--- src/rtl/proc_pkg.sv ---
// Shared types and constants for the multi-cycle processor controller.
package proc_pkg;

  localparam int PC_W    = 7;
  localparam int INSTR_W = 16;

  typedef enum logic [3:0] {
    OP_NOOP  = 4'd0,
    OP_STORE = 4'd1,
    OP_LOAD  = 4'd2,
    OP_ADD   = 4'd3,
    OP_SUB   = 4'd4,
    OP_HALT  = 4'd5
  } opcode_t;

  typedef enum logic [3:0] {
    S_INIT   = 4'd0,
    S_FETCH  = 4'd1,
    S_DECODE = 4'd2,
    S_LOAD_A = 4'd3,
    S_LOAD_B = 4'd4,
    S_STORE  = 4'd5,
    S_ADD    = 4'd6,
    S_SUB    = 4'd7,
    S_NOOP   = 4'd8,
    S_HALT   = 4'd9
  } state_t;

  localparam logic [2:0] ALU_PASS = 3'd0;
  localparam logic [2:0] ALU_ADD  = 3'd1;
  localparam logic [2:0] ALU_SUB  = 3'd2;

  localparam logic RF_SEL_ALU = 1'b0;
  localparam logic RF_SEL_MEM = 1'b1;

endpackage

--- src/rtl/control_unit_if.sv ---
// Controller <-> datapath/ROM bundle: instruction fetch plus all datapath control lines.
interface control_unit_if #(
  parameter int PC_W    = 7,
  parameter int INSTR_W = 16
);
  logic [PC_W-1:0]    instr_addr;
  logic [INSTR_W-1:0] instr_data;
  logic [7:0]         D_addr;
  logic               D_wr;
  logic               RF_sel;
  logic [3:0]         WriteAddr;
  logic [3:0]         rdAddrA;
  logic [3:0]         rdAddrB;
  logic               RF_W_en;
  logic [2:0]         ALU_s0;

  modport master (
    output instr_addr, D_addr, D_wr, RF_sel, WriteAddr, rdAddrA, rdAddrB, RF_W_en, ALU_s0,
    input  instr_data
  );

  modport slave (
    input  instr_addr, D_addr, D_wr, RF_sel, WriteAddr, rdAddrA, rdAddrB, RF_W_en, ALU_s0,
    output instr_data
  );
endinterface

--- src/rtl/pc_reg.sv ---
// Program counter: synchronous clear / increment, natural wrap at 2**PC_W.
module pc_reg #(
  parameter int PC_W = 7
) (
  input  logic            clk,
  input  logic            rst_n,
  input  logic            clr_i,
  input  logic            inc_i,
  output logic [PC_W-1:0] pc_o
);

  logic [PC_W-1:0] pc_q, pc_d;

  always_comb begin
    pc_d = pc_q;
    if (clr_i)      pc_d = '0;
    else if (inc_i) pc_d = pc_q + 1'b1;
  end

  always_ff @(posedge clk or negedge rst_n) begin
    if (!rst_n) pc_q <= '0;
    else        pc_q <= pc_d;
  end

  assign pc_o = pc_q;

endmodule

--- src/rtl/control_unit.sv ---
// Multi-cycle FSM sequencing the 16-bit datapath: fetch, decode, execute until HALT.
module control_unit
  import proc_pkg::*;
#(
  parameter int PC_W    = 7,
  parameter int INSTR_W = 16
) (
  input  logic             clk,
  input  logic             rst_n,
  control_unit_if.master   bus,
  output logic             halted,
  output logic [3:0]       state_o,
  output logic [PC_W-1:0]  pc_o
);

  state_t             state_q, state_d;
  logic [INSTR_W-1:0] ir_q;
  logic [PC_W-1:0]    pc;
  logic               pc_clr, pc_inc;
  logic               d_wr, rf_we;
  logic [2:0]         alu_sel;
  logic [3:0]         ir_op;

  pc_reg #(.PC_W(PC_W)) u_pc (
    .clk   (clk),
    .rst_n (rst_n),
    .clr_i (pc_clr),
    .inc_i (pc_inc),
    .pc_o  (pc)
  );

  always_ff @(posedge clk or negedge rst_n) begin
    if (!rst_n) begin
      state_q <= S_INIT;
      ir_q    <= '0;
    end else begin
      state_q <= state_d;
      if (state_q == S_DECODE) ir_q <= bus.instr_data;
    end
  end

  always_comb begin
    state_d = state_q;
    pc_clr  = 1'b0;
    pc_inc  = 1'b0;
    d_wr    = 1'b0;
    rf_we   = 1'b0;
    alu_sel = ALU_PASS;
    unique case (state_q)
      S_INIT: begin
        pc_clr  = 1'b1;
        state_d = S_FETCH;
      end
      S_FETCH: state_d = S_DECODE;
      S_DECODE: begin
        pc_inc = 1'b1;
        // ROM word is valid here, so branch on it directly rather than on IR.
        case (bus.instr_data[INSTR_W-1 -: 4])
          OP_STORE: state_d = S_STORE;
          OP_LOAD:  state_d = S_LOAD_A;
          OP_ADD:   state_d = S_ADD;
          OP_SUB:   state_d = S_SUB;
          OP_HALT:  state_d = S_HALT;
          default:  state_d = S_NOOP;
        endcase
      end
      S_LOAD_A: state_d = S_LOAD_B;
      S_LOAD_B: begin
        rf_we   = 1'b1;
        state_d = S_FETCH;
      end
      S_STORE: begin
        d_wr    = 1'b1;
        state_d = S_FETCH;
      end
      S_ADD: begin
        alu_sel = ALU_ADD;
        rf_we   = 1'b1;
        state_d = S_FETCH;
      end
      S_SUB: begin
        alu_sel = ALU_SUB;
        rf_we   = 1'b1;
        state_d = S_FETCH;
      end
      S_NOOP:  state_d = S_FETCH;
      S_HALT:  state_d = S_HALT;
      default: state_d = S_INIT;
    endcase
  end

  // Addresses follow IR in every state; only enables and ALU select are state-gated.
  assign ir_op         = ir_q[INSTR_W-1 -: 4];
  assign bus.D_addr    = (ir_op == OP_STORE) ? ir_q[7:0] : ir_q[11:4];
  assign bus.RF_sel    = (ir_op == OP_LOAD) ? RF_SEL_MEM : RF_SEL_ALU;
  assign bus.rdAddrA   = ir_q[11:8];
  assign bus.rdAddrB   = ir_q[7:4];
  assign bus.WriteAddr = ir_q[3:0];
  assign bus.D_wr      = d_wr;
  assign bus.RF_W_en   = rf_we;
  assign bus.ALU_s0    = alu_sel;
  assign bus.instr_addr = pc;

  assign halted  = (state_q == S_HALT);
  assign state_o = state_q;
  assign pc_o    = pc;

endmodule

--- src/flat_wrapper.sv ---
// flat-port wrapper written by rule: the top's interface ports become plain ports
module control_unit_flat import proc_pkg::*;
#(
  parameter int PC_W    = 7,
  parameter int INSTR_W = 16
)
  (clk, rst_n, halted, state_o, pc_o, bus_instr_addr, bus_D_addr, bus_D_wr, bus_RF_sel, bus_WriteAddr, bus_rdAddrA, bus_rdAddrB, bus_RF_W_en, bus_ALU_s0, bus_instr_data);
  control_unit_if #(.PC_W(PC_W), .INSTR_W(INSTR_W)) bus_i ();
  input  logic clk;
  input  logic rst_n;
  output logic halted;
  output logic [3:0] state_o;
  output logic [PC_W-1:0] pc_o;
  output wire logic [$bits(bus_i.instr_addr)-1:0] bus_instr_addr;
  output wire logic [$bits(bus_i.D_addr)-1:0] bus_D_addr;
  output wire logic [$bits(bus_i.D_wr)-1:0] bus_D_wr;
  output wire logic [$bits(bus_i.RF_sel)-1:0] bus_RF_sel;
  output wire logic [$bits(bus_i.WriteAddr)-1:0] bus_WriteAddr;
  output wire logic [$bits(bus_i.rdAddrA)-1:0] bus_rdAddrA;
  output wire logic [$bits(bus_i.rdAddrB)-1:0] bus_rdAddrB;
  output wire logic [$bits(bus_i.RF_W_en)-1:0] bus_RF_W_en;
  output wire logic [$bits(bus_i.ALU_s0)-1:0] bus_ALU_s0;
  input wire logic [$bits(bus_i.instr_data)-1:0] bus_instr_data;
  assign bus_instr_addr = bus_i.instr_addr;
  assign bus_D_addr = bus_i.D_addr;
  assign bus_D_wr = bus_i.D_wr;
  assign bus_RF_sel = bus_i.RF_sel;
  assign bus_WriteAddr = bus_i.WriteAddr;
  assign bus_rdAddrA = bus_i.rdAddrA;
  assign bus_rdAddrB = bus_i.rdAddrB;
  assign bus_RF_W_en = bus_i.RF_W_en;
  assign bus_ALU_s0 = bus_i.ALU_s0;
  assign bus_i.instr_data = bus_instr_data;
  control_unit #(.PC_W(PC_W), .INSTR_W(INSTR_W)) u_core (.clk(clk), .rst_n(rst_n), .bus(bus_i), .halted(halted), .state_o(state_o), .pc_o(pc_o));
endmodule
--- config.mk ---
export PLATFORM = sky130hd
export DESIGN_NAME = control_unit_flat
export DESIGN_NICKNAME = d
export VERILOG_FILES = /design/src/rtl/proc_pkg.sv /design/src/rtl/control_unit_if.sv /design/src/rtl/pc_reg.sv /design/src/rtl/control_unit.sv /design/src/flat_wrapper.sv
export SDC_FILE = /design/constraint.sdc
export NUM_CORES = 1
export LEC_CHECK = 0
export CAP_MARGIN = 20
export CORE_MARGIN = 2
export CORE_UTILIZATION = 44
export CTS_BUF_LIST = sky130_fd_sc_hd__clkbuf_2 sky130_fd_sc_hd__clkbuf_4 sky130_fd_sc_hd__clkbuf_8
export DETAILED_ROUTE_END_ITERATION = 10
export PLACE_DENSITY = 0.81
export SLEW_MARGIN = 10
export SYNTH_ARGS = -nofsm -noshare
export SYNTH_HDL_FRONTEND = slang
export SYNTH_SLANG_ARGS = --single-unit
--- constraint.sdc ---
create_clock -name clk -period 1.65 [get_ports clk]
set_clock_uncertainty 0.05 [all_clocks]
set_input_delay 0.2475 -clock clk [delete_from_list [all_inputs] [get_ports clk]]
set_output_delay 0.2475 -clock clk [all_outputs]
set_load 0.01 [all_outputs]
==> results.md, run 1 <==
- Status: finished, violations left
- Failing checks: negative setup slack
- DP Cell Count: 240
- Ys flop type: dfrtp_1
- Pwr Total: 4.761 mW
- First-pass GRT wire length: 6561 µm
- CTS H-Tree Depth: 1
- Drt pass-1 iters: 5
- Largest net degree at the start of global routing: 28
- WP data arrival: 1.83 ns
- Routed Antenna Nets: 0
- YS warnings: 0
- Final wirelength: 4958 µm
- Fin worst setup slack: -0.4805 ns
- HP Class: in2async
- Final non-filler cell total: 271
- LEAKAGE: 1.353 nW
- FF+latch count, synth: 27
- Syn Nets: 153
- Most common cell after layout, fill and taps aside: buf_4
- Ant diodes: 0
- I/O Buffers: 61
- Initial antenna violation count: 0
- Post-route cell area: 2629 µm²
- Power per standard cell area: 1811 nW/µm²
- Detailed Place HPWL: 2679 µm
- GPL Wtd Cong: 0.8225
- Post-synth EDFFs: 0
- Syn Inst Count: 134
- I/O pins: 63
- Clock root buffer master: clkbuf_4
- Post-layout minimum cycle time: 2.131 ns
- Seq/Total Area, Yosys: 44.44%
- Crit path capture type: output pin
- Placed cell area: 2196 µm²
- Die height: 62.78 µm
- Setup_tns: -4.388 ns
- Gr usage total: 21.61%
- # DRC: 0
- Max Cap Violations: 0
- Max-slew violation count: 0
- Period utilisation layout: 129.1%
- Worst-path clk slew: 0.15 ns
- Number of global-route vias before repair: 1,330
- Share of cells above drive strength 1: 48.00%
- Core ar.: 3337 µm²
- Site Rows: 21
- Layout Utilization: 78.78%
- Crit Path Category: reg2out
- Worst-Skew Late Latency: 0.35 ns
- Synth Area per Inst: 11.34 µm²
- Asr flop ratio synth: 100.0%
- Reg2reg setup slack: -0.08 ns
- Yosys top cell by area: dfrtp_1
- Worst ir drop on vdd: 0.9374 mV
- Die W: 62.78 µm
- Most frequent cells in the layout: buf_4 (36), clkdlybuf4s50_1 (32), dfrtp_1 (23)
- Worst path required time: 1.35 ns
- Max frequency: 0.4694 GHz
- Num CTS Buffers: 3
- CTS tree: built
- Post-Syn Area: 1520 µm²
- Top cells by area, synth: dfrtp_1 (44%), mux2_2 (18%), buf_4 (11%), nand2b_1 (2.1%), nand2_1 (1.7%)
- CTS max path bufs: 2
- Final nets: 245
- Critical Path Start Type: register
- DR WL/cell: 18.30 µm
- RSZ-0062 raised after global routing: true
- Final Hold Fails: 0
- Share of the synthesized area in the top cell type: 44.44%
- Via count: 1,400
- Num Clock Sinks: 27
- Grt ovf: 0
- Starting DRC count in detailed routing: 64
- Final setup vio count: 28
- Synth unique cells: 36
- Worst-path fanout max: 6
- Initial Utilization: 45.56%
- Vias per cell: 5.166
- Die area: 3941 µm²
- Area Overhead vs Synth: 72.92%
==> registers in the layout (all words and copies together), names as in the netlist <==
name / count
u_core.state_o: 4
u_core.u_pc.pc_o: 7
u_core.ir_q: 16
==> metrics by stage <==
stage / hold slack, ns / worst slack [ns]
after CTS: 0.2257 / -0.4135
after detailed placement: 0.4786 / -0.3507
after global placement: 0.4641 / -0.3059
after floorplan: -0.09809 / 0.07141
after global routing: 0.2347 / -0.5229
final: 0.2188 / -0.4805
==> cell usage after synthesis, drive strengths merged, types with 2 or more instances <==
cell type   n
dfrtp      27
mux2       24
buf        23
nand2       7
nand2b      5
nor2        5
and3        4
nor4b       4
a21oi       3
nor3b       3
o21ai       3
a221o       2
a31oi       2
inv         2
nor3        2
or3b        2
==> area by class of cell <==
class / instances / area (µm²)
clock buffer: 3 / 22.52
clock inverter: 1 / 5.005
multi-input combinational: 81 / 812.0
inverter: 2 / 7.507
timing repair buffer: 111 / 1044
tap: 46 / 57.56
fill: 216 / 708.2
sequential: 27 / 680.7
==> where the power goes <==
part           switching [mW]  internal (mW)
combinational            1.29           1.97
clock                   0.218         0.0918
sequential              0.250          0.940
==> per-layer routing <==
metal	track usage, %	share of wire, %	vias to the layer above
met3	1.441	2.4	9
li1	-	-	649
met2	39.78	56	37
met1	25.23	40	705
met4	10.83	2.1	0
met5	0	0	-
==> cell families after synthesis <==
kind of cell             synth area share [%]
AND/OR/NAND/NOR                         15.06
buffers and inverters                   11.93
adder cells (fa/ha/maj)                0.8229
AO/OA/AOI/OAI                           9.054
multiplexers                            18.44
other                                  0.2467
flip-flops                              44.44
==> worst paths after layout <==
kind | startpoint | endpoint | cells past startpoint
setup / recovery | u_core.ir_q[15] | bus_D_addr[6] | 5
hold / removal | rst_n | u_core.u_pc.pc_o[4] | 2
setup reg to reg | u_core.state_o[3] | u_core.state_o[0] | 5
hold reg to reg | u_core.ir_q[2] | u_core.ir_q[2] | 1
max in group asynchronous | rst_n | u_core.state_o[0] | 2
min in group clk | bus_instr_data[2] | u_core.ir_q[2] | 2
==> repair_timing <==
item | in CTS | in global routing
hold buffers | 0 | 0
cloned | 1 | 0
pin swaps | 2 | 5
setup endpoints to repair | 33 | 50
buffers inserted | 11 | 16
resized for setup | 94 | 40
==> critical path: stages (launching register included) <==
cell     delay [ns]
dfrtp_1        0.44
nor4b_4        0.32
buf_6          0.18
buf_4          0.12
mux2_4         0.30
buf_6          0.13
No activity file was read; power rests on OpenSTA's default activity.
==> run 2: changes to the inputs <==
--- a/config.mk
+++ b/config.mk
@@ -5,11 +5,11 @@
 export SDC_FILE = /design/constraint.sdc
 export NUM_CORES = 1
 export LEC_CHECK = 0
-export CAP_MARGIN = 20
 export CORE_MARGIN = 2
 export CORE_UTILIZATION = 44
 export CTS_BUF_LIST = sky130_fd_sc_hd__clkbuf_2 sky130_fd_sc_hd__clkbuf_4 sky130_fd_sc_hd__clkbuf_8
 export DETAILED_ROUTE_END_ITERATION = 10
+export GPL_ROUTABILITY_DRIVEN = 0
 export PLACE_DENSITY = 0.81
 export SLEW_MARGIN = 10
 export SYNTH_ARGS = -nofsm -noshare
==> results of run 2 <==
Final layout, timing and power as in run 1 (identical DEF).
==> run 3: changes to the inputs <==
--- a/config.mk
+++ b/config.mk
@@ -9,7 +9,6 @@
 export CORE_UTILIZATION = 44
 export CTS_BUF_LIST = sky130_fd_sc_hd__clkbuf_2 sky130_fd_sc_hd__clkbuf_4 sky130_fd_sc_hd__clkbuf_8
 export DETAILED_ROUTE_END_ITERATION = 10
-export GPL_ROUTABILITY_DRIVEN = 0
 export PLACE_DENSITY = 0.81
 export SLEW_MARGIN = 10
 export SYNTH_ARGS = -nofsm -noshare
==> results of run 3 <==
Final layout, timing and power as in run 1 (identical DEF).
